--- config.mk ---
export PLATFORM = sky130hd
export DESIGN_NAME = servo_move_sequencer
export DESIGN_NICKNAME = d
export VERILOG_FILES = /design/src/rtl/servo_move_sequencer_pkg.sv /design/src/rtl/servo_move_sequencer_cmd_fifo.sv /design/src/rtl/servo_move_sequencer.sv
export SDC_FILE = /design/constraint.sdc
export NUM_CORES = 1
export LEC_CHECK = 0
export ABC_AREA = 1
export BUFFER_PORTS_ARGS = -buffer_cell sky130_fd_sc_hd__buf_2
export CAP_MARGIN = 15
export CORE_ASPECT_RATIO = 1.25
export CORE_UTILIZATION = 40
export CTS_CLUSTER_DIAMETER = 50
export DETAILED_ROUTE_END_ITERATION = 12
export PLACE_DENSITY = 0.63
export SYNTH_ARGS = -nofsm -noshare
export SYNTH_HDL_FRONTEND = slang
export SYNTH_SLANG_ARGS = --single-unit
export TNS_END_PERCENT = 20
--- constraint.sdc ---
create_clock -name clk -period 3.2 [get_ports clk]
set_input_delay 0.48 -clock clk [delete_from_list [all_inputs] [get_ports clk]]
set_output_delay 0.48 -clock clk [all_outputs]
set_load 0.005 [all_outputs]
--- src/rtl/servo_move_sequencer_pkg.sv ---
// Shared types for the servo move sequencer: direction codes, FSM states and
// the queued command layout.
package servo_move_sequencer_pkg;

  localparam int unsigned CMD_DUR_W = 12;

  localparam logic [2:0] DIR_STOP  = 3'b000;
  localparam logic [2:0] DIR_FWD   = 3'b001;
  localparam logic [2:0] DIR_BACK  = 3'b010;
  localparam logic [2:0] DIR_LEFT  = 3'b011;
  localparam logic [2:0] DIR_RIGHT = 3'b100;

  typedef enum logic [1:0] {
    ST_IDLE,
    ST_RUN,
    ST_SETTLE
  } state_t;

  typedef struct packed {
    logic [2:0]           dir;
    logic [CMD_DUR_W-1:0] dur;
  } cmd_t;

  // Codes above DIR_RIGHT are kept in the queue but never reach the servo.
  function automatic logic [2:0] servo_dir_of(input logic [2:0] dir);
    return (dir > DIR_RIGHT) ? DIR_STOP : dir;
  endfunction

endpackage

--- src/rtl/servo_move_sequencer_cmd_fifo.sv ---
// Synchronous command FIFO with flush; pointers wrap naturally because the
// depth is a power of two.
module servo_move_sequencer_cmd_fifo #(
  parameter int unsigned DEPTH = 4,
  parameter int unsigned WIDTH = 15
) (
  input  logic                       clk,
  input  logic                       rst_n,
  input  logic                       push,
  input  logic                       pop,
  input  logic                       flush,
  input  logic [WIDTH-1:0]           wdata,
  output logic [WIDTH-1:0]           rdata,
  output logic [$clog2(DEPTH):0]     count,
  output logic                       full,
  output logic                       empty
);

  localparam int unsigned PTR_W = $clog2(DEPTH);
  localparam int unsigned CNT_W = PTR_W + 1;

  logic [WIDTH-1:0] mem [DEPTH];
  logic [PTR_W-1:0] wr_ptr;
  logic [PTR_W-1:0] rd_ptr;
  logic             do_push;
  logic             do_pop;

  assign full    = (count == CNT_W'(DEPTH));
  assign empty   = (count == '0);
  assign do_push = push & ~full & ~flush;
  assign do_pop  = pop & ~empty & ~flush;
  assign rdata   = mem[rd_ptr];

  always_ff @(posedge clk) begin
    if (!rst_n || flush) begin
      wr_ptr <= '0;
      rd_ptr <= '0;
      count  <= '0;
    end else begin
      if (do_push) wr_ptr <= wr_ptr + PTR_W'(1);
      if (do_pop)  rd_ptr <= rd_ptr + PTR_W'(1);
      count <= count + CNT_W'(do_push) - CNT_W'(do_pop);
    end
  end

  // Storage needs no reset; validity is tracked by count.
  always_ff @(posedge clk) begin
    if (do_push) mem[wr_ptr] <= wdata;
  end

endmodule

--- src/rtl/servo_move_sequencer.sv ---
// Timed motion-command scheduler: queues {dir, dur_ms} commands and drives the
// servo controller for exactly the commanded time, followed by a settle gap.
module servo_move_sequencer
  import servo_move_sequencer_pkg::*;
#(
  parameter int unsigned CYCLES_PER_MS = 50000,
  parameter int unsigned SETTLE_MS     = 20,
  parameter int unsigned FIFO_DEPTH    = 4,
  parameter int unsigned DUR_W         = 12
) (
  input  logic             clk,
  input  logic             rst_n,
  input  logic             cmd_valid,
  output logic             cmd_ready,
  input  logic [2:0]       cmd_dir,
  input  logic [DUR_W-1:0] cmd_dur,
  input  logic             abort,
  output logic [2:0]       servo_dir,
  output logic             servo_load,
  output logic             busy,
  output logic             done
);

  localparam int unsigned CMD_W      = 3 + DUR_W;
  localparam int unsigned CNT_W      = $clog2(FIFO_DEPTH) + 1;
  localparam int unsigned PRE_W      = $clog2(CYCLES_PER_MS);
  localparam int unsigned SETTLE_RAW = SETTLE_MS * CYCLES_PER_MS;
  localparam int unsigned SETTLE_CYC = (SETTLE_RAW == 0) ? 1 : SETTLE_RAW;
  localparam int unsigned SET_W      = (SETTLE_CYC < 2) ? 1 : $clog2(SETTLE_CYC);

  localparam logic [PRE_W-1:0] PRE_LAST = PRE_W'(CYCLES_PER_MS - 1);
  localparam logic [SET_W-1:0] SET_LAST = SET_W'(SETTLE_CYC - 1);

  state_t             state;
  logic [PRE_W-1:0]   presc;
  logic [DUR_W-1:0]   ms_left;
  logic [SET_W-1:0]   settle_cnt;

  logic               push;
  logic               pop;
  logic [CMD_W-1:0]   head;
  logic [CNT_W-1:0]   count;
  logic               full;
  logic               empty;
  logic [2:0]         head_dir;
  logic [DUR_W-1:0]   head_dur;
  logic               settle_end;

  assign cmd_ready  = ~full & ~abort & rst_n;
  assign push       = cmd_valid & cmd_ready;
  assign busy       = (state != ST_IDLE) | (count != '0);
  assign head_dir   = head[CMD_W-1 -: 3];
  assign head_dur   = head[DUR_W-1:0];
  assign settle_end = (state == ST_SETTLE) && (settle_cnt == SET_LAST);
  // Next command leaves the queue from IDLE or at the last settle cycle.
  assign pop        = ~empty & ((state == ST_IDLE) | settle_end);

  servo_move_sequencer_cmd_fifo #(
    .DEPTH (FIFO_DEPTH),
    .WIDTH (CMD_W)
  ) u_cmd_fifo (
    .clk   (clk),
    .rst_n (rst_n),
    .push  (push),
    .pop   (pop),
    .flush (abort),
    .wdata ({cmd_dir, cmd_dur}),
    .rdata (head),
    .count (count),
    .full  (full),
    .empty (empty)
  );

  always_ff @(posedge clk) begin
    if (!rst_n || abort) begin
      state      <= ST_IDLE;
      presc      <= '0;
      ms_left    <= '0;
      settle_cnt <= '0;
      servo_dir  <= DIR_STOP;
      servo_load <= 1'b1;
      done       <= 1'b0;
    end else begin
      servo_load <= 1'b0;
      done       <= 1'b0;
      case (state)
        ST_IDLE: ;
        ST_RUN: begin
          if (presc == PRE_LAST) begin
            presc   <= '0;
            ms_left <= ms_left - DUR_W'(1);
            if (ms_left == DUR_W'(1)) begin
              state      <= ST_SETTLE;
              settle_cnt <= '0;
              servo_dir  <= DIR_STOP;
              servo_load <= 1'b1;
            end
          end else begin
            presc <= presc + PRE_W'(1);
          end
        end
        ST_SETTLE: begin
          if (settle_end) begin
            done       <= 1'b1;
            settle_cnt <= '0;
            state      <= ST_IDLE;
          end else begin
            settle_cnt <= settle_cnt + SET_W'(1);
          end
        end
        default: state <= ST_IDLE;
      endcase

      // Dispatch overrides the case above; zero-length moves go straight to settle.
      if (pop) begin
        servo_load <= 1'b1;
        presc      <= '0;
        settle_cnt <= '0;
        ms_left    <= head_dur;
        if (head_dur != '0) begin
          state     <= ST_RUN;
          servo_dir <= servo_dir_of(head_dir);
        end else begin
          state     <= ST_SETTLE;
          servo_dir <= DIR_STOP;
        end
      end
    end
  end

endmodule

== Yosys cells after proc, flatten, opt, wreduce, memory -nomap -nowiden ==
Memories as Yosys holds them, arrays and structs flattened. A register that Yosys moved wholly into a read port is not among the register bits.
Cells that the tools add are included.

* Add/sub/neg operators: 7
* Equal/unequal tests: 12
* Mux-type cells: 28
* Reductions and logical operators: 18
* Bitwise operators: 14
* Magnitude comparators: 1

{| class="wikitable"
|+ Operators by type and width
! cell !! count
|-
| $mux 20 || 3
|-
| $pmux 20 s2 || 1
|-
| $mux 12 || 3
|-
| $add 20x1->20 const B || 1
|-
| $eq 20x20->1 const B || 1
|-
| $mux 3 || 6
|-
| $add 16x1->16 const B || 1
|-
| $eq 16x16->1 const B || 1
|-
| $mux 16 || 1
|-
| $mux 2 || 7
|-
| $eq 12x1->1 const B || 1
|-
| $reduce_bool 12->1 || 1
|-
| $sub 12x1->12 const B || 1
|-
| $reduce_bool 2->1 || 5
|-
| $ne 3x2->1 const B || 3
|-
| $and 1x1->1 || 8
|-
| $mux 1 || 6
|-
| $pmux 2 s3 || 1
|-
| $reduce_and 3->1 || 2
|-
| $add 2x1->2 const B || 2
|-
| $ne 2x2->1 const B || 2
|-
| $not 1->1 || 4
|-
| $reduce_and 4->1 || 1
|-
| $reduce_or 2->1 || 2
|-
| other kinds (15) || 16
|}

* Word-level logic and storage cells: 91
* Memories: 1
* Output and inout bits: 7
* Flip-flop bits (word level): 62
* RAM bits: 60

{| class="wikitable"
|+ Memory list
! memory !! words !! width !! rd ports !! clocked after memory_dff !! write ports !! RTL line !! source
|-
| u_cmd_fifo.mem || 4 || 15 || 1 || 1 || 1 || servo_move_sequencer_cmd_fifo.sv:22 || <nowiki>logic [WIDTH-1:0] mem [DEPTH];</nowiki>
|}

== Depth between registers and ports, before layout ==
Gate-level depths: netlist of run 1.

* Depth after elaboration: 9
* Mapped depth: 17
* Gate-level depth less buffers: 16

== Hierarchy ==
Synthesis of run 1 repeated with hierarchy kept, for this count alone.

* Cell total of the unflattened synthesis: 814
* Area total of the unflattened synthesis: 6,495.0 um^2

{| class="wikitable"
|+ Modules (own cells, without submodules)
! module !! area an instance (um^2) !! cells an instance !! times used
|-
| servo_move_sequencer || 3,652.3 || 598 || 1
|-
| servo_move_sequencer_cmd_fifo || 2,842.7 || 216 || 1
|}

== Worst setup path after synthesis of run 1 ==
Ideal clock, no wire load.

* Kind: flip-flop to flip-flop
* Start point: register settle_cnt[0]
* End point: register u_cmd_fifo.count[2]
* Setup slack: 607 ps
* Path buffers: 0
* Cell stages (with the launch flop): 16
* Data arrival time: 2,472 ps
* Data required time: 3,079 ps
* Path through: dfxtp_1 -> ha_1 -> nand3_1 -> nor2_1 -> nand3_4 -> nand2_4 -> nand2_4 -> nor2_4 -> ha_1 -> inv_1 -> ha_1 -> inv_1 -> fa_1 -> xor2_1 -> o21ai_0 -> a21oi_1

* Longest elaborated chain between the ends: 7

{| class="wikitable"
|+ RTL lines
! item !! RTL line !! source
|-
| from (decl) || servo_move_sequencer.sv:37 || <nowiki>logic [SET_W-1:0] settle_cnt;</nowiki>
|-
| from (signal assigned) || servo_move_sequencer.sv:108 || <nowiki>settle_cnt <= settle_cnt + SET_W'(1);</nowiki>
|-
| $eq 20x20->1 || servo_move_sequencer.sv:54 || <nowiki>assign settle_end = (state == ST_SETTLE) && (settle_cnt == SET_LAST);</nowiki>
|-
| $logic_and 1x1->1 || servo_move_sequencer.sv:54 ||
|-
| $or 1x1->1 || servo_move_sequencer.sv:56 || <nowiki>assign pop = ~empty & ((state == ST_IDLE) | settle_end);</nowiki>
|-
| $and 1x1->1 || servo_move_sequencer.sv:56 ||
|-
| $and 1x1->1 (2 in a row) || servo_move_sequencer_cmd_fifo.sv:31 || <nowiki>assign do_pop = pop & ~empty & ~flush;</nowiki>
|-
| net u_cmd_fifo.do_pop || servo_move_sequencer_cmd_fifo.sv:26 || <nowiki>logic do_pop;</nowiki>
|-
| $sub 3x1->3 || servo_move_sequencer_cmd_fifo.sv:42 || <nowiki>count <= count + CNT_W'(do_push) - CNT_W'(do_pop);</nowiki>
|-
| to (signal assigned) || servo_move_sequencer_cmd_fifo.sv:42 ||
|-
| to (decl) || servo_move_sequencer_cmd_fifo.sv:14 || <nowiki>output logic [$clog2(DEPTH):0] count,</nowiki>
|}

The timed path passes the listed nets, and every way through them passes these cells.
A chain may end at the register's enable or synchronous reset.

== Worst setup path after layout of run 1 ==
Same ends and word-level chain as after synthesis.

==> results of run 1 <==
report_power, final:
part           leakage [nW]  internal [W]  switching, W  total [W]
Sequential             1.06       0.00168     0.0000122    0.00170
Clock                 0.254      0.000996      0.000740    0.00174
Combinational          1.46     0.0000925      0.000188   0.000280
per-layer routing:
layer  global-route usage [%]  up-vias  share of wire (%)
met5                        0        -                  0
met1                     20.7     2217                 44
met3                     3.76       21                2.8
met4                     8.13        0                2.6
li1                         -     2582                  -
met2                     30.2       67                 51
logic make-up (layout without fill, tap and decap cells):
kind of cell	count (synthesis)	after routing	share of synthesized area, %
AO/OA/AOI/OAI	65	65	6.23
XOR/XNOR	20	20	2.80
flip-flops	124	124	49.2
buffers and inverters	104	152	6.85
adder cells (fa/ha/maj)	14	14	2.92
AND/OR/NAND/NOR	438	438	32.0
how the worst min path moves through the flow:
stage | slack, ns | end | depth (start not counted)
4_1_cts | 0.25 | u_cmd_fifo.mem[1][5]$_DFFE_PP_ | 1
3_5_place_dp | 0.47 | servo_dir[2]$_SDFFE_PP0P_ | 2
3_3_place_gp | 0.46 | servo_dir[2]$_SDFFE_PP0P_ | 2
2_1_floorplan | 0.45 | u_cmd_fifo.count[2]$_SDFF_PP0_ | 1
5_1_grt | 0.26 | u_cmd_fifo.mem[0][14]$_DFFE_PP_ | 1
6_report | 0.26 | u_cmd_fifo.mem[0][5]$_DFFE_PP_ | 1
synth_stat cells (8+ instances only):
master | instances | area share [%]
buf_2 | 8 | 0.64
nor3_1 | 11 | 0.88
nand3_1 | 73 | 5.8
edfxtp_1 | 60 | 29
nand4_1 | 20 | 2.0
dfxtp_1 | 64 | 20
nor2_1 | 90 | 5.4
a21oi_1 | 26 | 2.1
xor2_1 | 15 | 2.1
ha_1 | 13 | 2.6
inv_1 | 80 | 4.8
nand2_1 | 211 | 13
o21ai_0 | 17 | 1.4
metrics by stage:
| stage | setup slack, ns | total power (W) | hold WS, ns |
|---|---|---|---|
| after floorplan | 0.607 | 0.00194 | 0.454 |
| after global placement | 0.387 | 0.00201 | 0.464 |
| after detailed placement | 0.324 | 0.00201 | 0.468 |
| after CTS | 0.302 | 0.00375 | 0.253 |
| after global routing | 0.0110 | 0.00387 | 0.256 |
| final | 0.304 | 0.00371 | 0.263 |
state kept, by name, summed over array words and instances, names as in the netlist, named ones only:
signal and count:
servo_dir 3, servo_load 1, u_cmd_fifo.rd_ptr 2, ms_left 12, state 2, u_cmd_fifo.mem 60, settle_cnt 20, presc 16
u_cmd_fifo.wr_ptr 2, done 1, u_cmd_fifo.count 3
cell type report:
type                       count  area (µm²)  share of cell area, %
inverter                      86         325                   4.55
multi-input combinational    537        2750                   38.5
sequential                   124        3080                   43.1
timing repair buffer          34         193                   2.69
clock buffer                  17         425                   5.95
tap                          208         260                   3.64
clock inverter                15         118                   1.64
==> impl_results.md, run 1 <==
* R2R Path Start: settle_cnt[0]$_SDFFE_PP0P_
* Netlist cell types at 43
* Top FF cell, synth: dfxtp_1
* Max Transition Viols Final at 0
* Power Density at 519 nW/µm²
* DR DRC count at 0
* Chip Height at 142 µm
* DR iter-0 viols at 253
* Worst Tran Pin Value at 0.587 ns
* Die Area at 16200 µm²
* Vias in the first global route at 4621
* Leak at 2.77 nW
* Skew final at 0.0175 ns
* Hold-fix buffers, CTS at 0
* Fmax at 345 MHz
* Delay-heaviest family, CP: adder cells
* CTS buffer count at 17
* Mapped Cells at 765
* Design area at 7160 µm²
* Area after DPL at 6610 µm²
* Commonest non-fill, non-tap cell in the layout: nand2_1
* WP data arrival at 3.20 ns
* Clock latency at the later pin of the worst-skew pair at 0.43 ns
* Rel. slew slack at 60.9%
* Status: finished clean
* Io pins at 26
* Fraction of layout cells with a size suffix above 1 at 13.5%
* Levels on crit path at 15
* DR WL/cell at 12.6 µm
* Net Count, Synth at 798
* Antenna Cells at 0
* Placed Cells at 989
* WP data required at 3.50 ns
* Worst path cell trace: ha_1 -> nand3_1 -> nor2_1 -> nand3_4 -> nand2_4 -> nand2_4 -> nor2_4 -> ha_1 -> inv_1 -> ha_1 -> inv_1 -> fa_1 -> xor2_1 -> o21ai_0 -> a21oi_1
* Vias per inst at 4.79
* Crit. End Element: register
* Final hold viol count at 0
* Post-CTS Repair Setup Buffers at 0
* Clk buf depth at 2
* Clock sinks at 124
* Util after Layout at 47.3%
* Largest net degree at the start of global routing at 31
* Fill count at 1516
* EDFF count, synth at 60
* Post-CTS sizing at 0
* Core area at 15100 µm²
* Initial Util at 41.4%
* CP max-delay cell: dfxtp_1
* Total track usage at 17.5%
* FFs w/ async S/R, synth at 0%
* Reg clk slew, reported paths at 0.06 ns
* Tmin final at 2.90 ns
* HP Class: in2reg
* Gpl congestion at 0.839
* Detailed-placement wirelength estimate at 8900 µm
* Detailed-route via count at 4887
* Unrepaired setup endpoints after global routing: no
* Fin cells at 1021
* CP startpoint: settle_cnt[0]$_SDFFE_PP0P_
* Avg Inst Size Synth at 8.19 µm²
* CTS tree: built
* IO buf count at 25
* CP Launch Type: register
* Net count reported at finish at 833
* Crit path buffers/inverters at 2
* Max FO, Critical Path at 18
* CTS root buf: clkbuf_16
* Core Rows at 50
* Setup Total Neg Slack at 0 ns
* Max Cap Viol at 0
* RR Endpoint: u_cmd_fifo.count[2]$_SDFF_PP0_
* H-tree Lvls at 4
* FF-to-FF path depth at 15
* Synth Cell Area at 6260 µm²
* Commonest cells after routing, fill and taps aside: nand2_1, nor2_1, inv_1, nand3_1, dfxtp_1
* VDD IR max at 0.386 mV
* First-pass detailed-route iteration total at 7
* Synthesis Warnings at 0
* Max incr delay on CP at 0.40 ns
* Initial antenna violation count at 0
* GRT Residual Overflow at 0
* Final setup viols at 0
* Internal reg-to-reg setup slack at 0.30 ns
* Worst hold path startpoint: cmd_dur[5]
* Die X at 114 µm
* Sequential fraction of the synthesis area at 49.2%
* Tcrit/Tclk final at 90.5%
* Crit path kind: reg2reg
* Most common cell on crit path: ha_1
* Drt total wl at 12900 µm
* End point of the critical path: u_cmd_fifo.count[2]$_SDFF_PP0_
* Area Growth Syn to Fin at 14.2%
* First-pass GRT wire length at 21900 µm
* Routed Antenna Nets at 0
* Flops & latches, synth at 124
Note: power is estimated with default switching activity, not from simulation.
==> inputs of run 2 (changes only) <==
CTS_BUF_LIST = sky130_fd_sc_hd__clkbuf_4   (was not set)
==> run 2 against run 1 <==
  * Flip-flop and latch count unchanged
  * Clock skew down 0.0026 ns
  * Global-route usage down 0.15 points
  * Non-clock buffer count unchanged
  * Highest routed layer unchanged
  * Combinational power about the same
  * Maximum frequency down 0.94%
  * Power down 21%
  * Largest cell class unchanged
  * Via count down 0.76%
  * Largest power group is now sequential cells
  * Critical path type unchanged
==> impl_results.md, run 2 (synthesized netlist as in run 1, its figures left out) <==
* Initial Util at 41.4%
* FF+latch area at 3080 µm²
* Hold-fix buffers, CTS at 0
* VDD IR max at 0.274 mV
* Worst hold path startpoint: cmd_dur[5]
* Worst Tran Pin Value at 0.583 ns
* Drt total wl at 12700 µm
* Largest net degree at the start of global routing at 31
* Crit. End Element: register
* Area of the multi-input gates at 2750 µm²
* First-pass GRT wire length at 21700 µm
* Skew final at 0.0149 ns
* Crit path kind: reg2reg
* CTS buffer count at 17
* Largest register FFs at 60
* Max FO, Critical Path at 18
* Most common cell on crit path: ha_1
* Biggest regs: u_cmd_fifo.mem: 60 flops, settle_cnt: 20 flops, presc: 16 flops
* Clk buf depth at 2
* IO buf count at 25
* Reg clk slew, reported paths at 0.12 ns
* Core area at 15100 µm²
* Detailed-placement wirelength estimate at 8900 µm
* DR iter-0 viols at 272
* Levels on crit path at 15
* Hold path depth at 1
* Post-CTS Repair Setup Buffers at 0
* Delay-heaviest family, CP: adder cells
* Tmin final at 2.92 ns
* Final hold viol count at 0
* WP data required at 3.64 ns
* Max Transition Viols Final at 0
* Final setup viols at 0
* Unrepaired setup endpoints after global routing: no
* Vias in the first global route at 4564
* R2R Path Start: settle_cnt[0]$_SDFFE_PP0P_
* Total track usage at 17.4%
* CTS tree: built
* WP data arrival at 3.36 ns
* Post-CTS sizing at 0
* Core Rows at 50
* CP startpoint: settle_cnt[0]$_SDFFE_PP0P_
* Leak at 2.64 nW
* H-tree Lvls at 4
* Tcrit/Tclk final at 91.4%
* Die X at 114 µm
* CP max-delay cell: dfxtp_1
* Status: finished clean
* HP Class: in2reg
* Gpl congestion at 0.839
* Io pins at 26
* GRT Residual Overflow at 0
* Power Density at 426 nW/µm²
* Max incr delay on CP at 0.42 ns
* CTS root buf: clkbuf_4
* DR DRC count at 0
* First-pass detailed-route iteration total at 4
* Chip Height at 142 µm
* Fraction of layout cells with a size suffix above 1 at 13.7%
* DR WL/cell at 12.4 µm
* Area Growth Syn to Fin at 9.57%
* Setup Total Neg Slack at 0 ns
* Worst path cell trace: ha_1 -> nand3_1 -> nor2_2 -> nand3_4 -> nand2_4 -> nand2_4 -> nor2_4 -> ha_1 -> inv_1 -> ha_1 -> inv_1 -> fa_1 -> xor2_1 -> o21ai_0 -> a21oi_1
* Largest Register: u_cmd_fifo.mem
* FF-to-FF path depth at 15
* Crit path buffers/inverters at 2
* Rel. slew slack at 61.2%
* Net count reported at finish at 833
* Detailed-route via count at 4850
* Clock latency at the later pin of the worst-skew pair at 0.55 ns
* Fill count at 1558
* Routed Antenna Nets at 0
* Clock sinks at 124
* Commonest cells after routing, fill and taps aside: nand2_1, nor2_1, inv_1, nand3_1, dfxtp_1
* Fin Hold WS at 0.138 ns
* CP Launch Type: register
* Util after Layout at 45.3%
* Fmax at 342 MHz
* Commonest non-fill, non-tap cell in the layout: nand2_1
* Vias per inst at 4.75
* Die Area at 16200 µm²
* Initial antenna violation count at 1
* Max Cap Viol at 0
==> run 2: per-stage QoR <==
step | instance area, µm² | total power [W] | setup WS (ns) | std cells
floorplan | 6260 | 0.00194 | 0.607 | 765
global placement | 6610 | 0.00201 | 0.387 | 989
detailed placement | 6610 | 0.00201 | 0.324 | 989
CTS | 6860 | 0.00297 | 0.287 | 1021
global route | 6860 | 0.00308 | 0.0175 | 1022
finish | 6860 | 0.00292 | 0.276 | 1022
==> run 2: power by group <==
group	switching [W]	total, W	internal [W]
registers	0.0000123	0.00169	0.00168
clock network	0.000634	0.000950	0.000315
logic	0.000189	0.000282	0.0000925
==> run 2: per-layer routing <==
layer / global-route usage (%) / wire [µm] / vias to the layer above / share of wire [%]
li1: - / - / 2583 / -
met1: 20.6 / 5730 / 2206 / 45
met2: 30.2 / 6440 / 45 / 51
met3: 3.50 / 260 / 16 / 2.0
met4: 7.59 / 262 / 0 / 2.1
met5: 0 / 0 / - / 0
==> run 2: path summary, 6_finish.rpt <==
kind / end / slack [ns]
setup / recovery: u_cmd_fifo.count[2]$_SDFF_PP0_ / 0.28
hold / removal: u_cmd_fifo.mem[0][5]$_DFFE_PP_ / 0.14
setup reg to reg: u_cmd_fifo.count[2]$_SDFF_PP0_ / 0.28
hold reg to reg: register / 0.48
==> run 2: layout make-up <==
| class | instances | share of cell area, % |
|---|---|---|
| flip-flops and latches | 124 | 44.9 |
| multi-input cells | 537 | 40.1 |
| inverters | 86 | 4.74 |
| well taps | 208 | 3.79 |
| repair buffers | 34 | 2.81 |
| clock buffers | 17 | 1.86 |
| clock inverters | 15 | 1.71 |
| diodes | 1 | 0.0365 |
==> inputs of run 3 (changes only) <==
ABC_AREA = not set   (was 1)
==> run 3 against run 2 <==
  * Flip-flop and latch count unchanged
  * First-iteration DRC count is 18% lower
  * Core utilization increased by 0.61 points
  * Via count down 17%
  * Die area is 9.0% lower
  * Non-clock buffer count rose by 8
  * Count of clock-buffer cells in the layout is the same
  * Synthesized area decreased by 9.2%
  * Critical endpoint unchanged
==> impl_results.md, run 3 <==
* DR WL/cell at 16.2 µm
* WP data arrival at 3.38 ns
* Netlist cell types at 66
* Net Count, Synth at 521
* Synthesis Warnings at 0
* Detailed-placement wirelength estimate at 8090 µm
* FFs w/ async S/R, synth at 0%
* Largest Register: u_cmd_fifo.mem
* Post-CTS Repair Setup Buffers at 0
* Io pins at 26
* Max Cap Viol at 0
* CP Launch Type: register
* Synth Area in Compound Gates at 11.6%
* First-pass detailed-route iteration total at 5
* Vias in the first global route at 4218
* Worst hold path startpoint: cmd_dur[9]
* Fin cells at 713
* WP data required at 3.64 ns
* Synth Area in Simple Gates at 17.9%
* Main area contributors after synthesis: edfxtp_1, dfxtp_1, mux4_2
* VDD IR max at 0.481 mV
* Avg Inst Size Synth at 11.7 µm²
* Reg clk slew, reported paths at 0.12 ns
* Setup Total Neg Slack at 0 ns
* Max FO, Critical Path at 7
* First-pass GRT wire length at 19700 µm
* R2R Path Start: settle_cnt[7]$_SDFFE_PP0P_
* Die X at 109 µm
* Tmin final at 2.93 ns
* Clock latency at the later pin of the worst-skew pair at 0.54 ns
* Max Transition Viols Final at 0
* Largest register FFs at 60
* Final setup viols at 0
* Biggest regs: u_cmd_fifo.mem: 60 flops, settle_cnt: 20 flops, presc: 16 flops
* Status: finished clean
* Area Growth Syn to Fin at 12.0%
* Adder-Cell Fraction of Synth Area at 3.21%
* Clock sinks at 124
* Pwr Total at 0.00307 W
* Mapped Cells at 488
* Top post-synthesis cells by count: dfxtp_1, edfxtp_1, a21oi_1
* Power Density at 482 nW/µm²
* Final hold viol count at 0
* Top FF cell, synth: dfxtp_1
* Total track usage at 17.6%
* Crit. End Element: register
* CTS root buf: clkbuf_4
* Worst Tran Pin Value at 1.03 ns
* HP Class: in2reg
* Routed Antenna Nets at 0
* Flops & latches, synth at 124
* DR iter-0 viols at 223
* Chip Height at 135 µm
* CTS buffer count at 17
* DR DRC count at 0
* Tcrit/Tclk final at 91.7%
* H-tree Lvls at 4
* Placed Cells at 680
* Unrepaired setup endpoints after global routing: no
* Gpl congestion at 0.804
* CP startpoint: settle_cnt[7]$_SDFFE_PP0P_
* Largest family of logic cells by synthesized area: simple AND/OR/NAND/NOR gates
* Net count reported at finish at 557
* Design area at 6370 µm²
* Drt total wl at 11500 µm
* Hold-fix buffers, CTS at 0
* Fmax at 341 MHz
* IO buf count at 25
* Synth Area in XOR/XNOR at 3.69%
* Crit path kind: reg2reg
* Core area at 13900 µm²
* Most frequent cell after synthesis: dfxtp_1
* EDFF count, synth at 60
* Initial antenna violation count at 1
* Largest net degree at the start of global routing at 26
* Area after DPL at 6050 µm²
* Skew final at 0.0156 ns
* CTS tree: built
* Post-CTS sizing at 0
* Clk buf depth at 2
* GRT Residual Overflow at 0
* Yosys top cell by area: edfxtp_1
* Synth Cell Area at 5690 µm²
* Rel. slew slack at 31.5%
* Leak at 2.07 nW
* Initial Util at 41.0%
* Mux contribution to synthesized area at 6.29%
* Core Rows at 48
* Detailed-route via count at 4027
* Sequential fraction of the synthesis area at 54.2%
* Commonest cells after routing, fill and taps aside: dfxtp_1, edfxtp_1, a21oi_1, nor2_1, buf_2
* Die Area at 14700 µm²
* Vias per inst at 5.65
* Commonest non-fill, non-tap cell in the layout: dfxtp_1
* Area share of the largest cell type after synthesis at 31.7%
* Fraction of layout cells with a size suffix above 1 at 19.0%
[run 3: per-stage QoR]
stage / util (%) / hold WS [ns] / worst slack [ns]
6_report: 45.9 / 0.156 / 0.266
5_1_grt: 45.9 / 0.0968 / 0.00701
4_1_cts: 45.9 / 0.100 / 0.283
3_5_place_dp: 43.6 / 0.455 / 0.287
3_3_place_gp: 43.6 / 0.458 / 0.328
2_1_floorplan: - / 0.445 / 0.0962
[run 3: report_power, final]
group / internal [W] / switching, W
Clock: 0.000553 / 0.000633
Sequential: 0.00168 / 0.0000130
Combinational: 0.0000739 / 0.000120
Total: 0.00231 / 0.000766
[run 3: cell families (layout without fill, tap and decap cells)]
kind of cell,after synthesis,in the layout
flip-flops,124,124
AO/OA/AOI/OAI,101,101
AND/OR/NAND/NOR,167,167
XOR/XNOR,24,24
buffers and inverters,41,90
adder cells (fa/ha/maj),14,14
multiplexers,17,17
other,0,1
[run 3: cell type report]
type / instances / area [µm²]
sequential: 124 / 3080
fill: 1269 / 7500
inverter: 16 / 60.1
clock buffer: 17 / 128
antenna: 1 / 2.50
clock inverter: 15 / 186
multi-input combinational: 323 / 2440
tap: 175 / 219
timing repair buffer: 42 / 253
[run 3: final timing paths]
| path | end | slack [ns] | cells after the start |
|---|---|---|---|
| hold / removal | u_cmd_fifo.mem[0][9]$_DFFE_PP_ | 0.16 | 1 |
| setup reg to reg | u_cmd_fifo.count[2]$_SDFF_PP0_ | 0.27 | 13 |
| hold reg to reg | servo_dir[0]$_SDFFE_PP0P_ | 0.49 | 1 |
| setup / recovery | u_cmd_fifo.count[2]$_SDFF_PP0_ | 0.27 | 13 |
[run 3: layer usage]
metal,wire [µm],vias to the layer above,GRT usage [%]
met1,4910,1982,20.0
met3,382,12,4.91
met4,127,0,6.38
li1,-,1964,-
met5,0,-,0
met2,6120,69,31.1
[run 3: critical path: stages (launching register included)]
cell and delay [ns]:
dfxtp_1 0.38, or4b_4 0.57, nor4_4 0.24, a21o_1 0.26, nand2_1 0.10, nor2_1 0.10, ha_1 0.23, inv_1 0.06
ha_1 0.14, inv_1 0.05, fa_1 0.37, xor2_1 0.17, xnor2_1 0.13, nor2_1 0.05
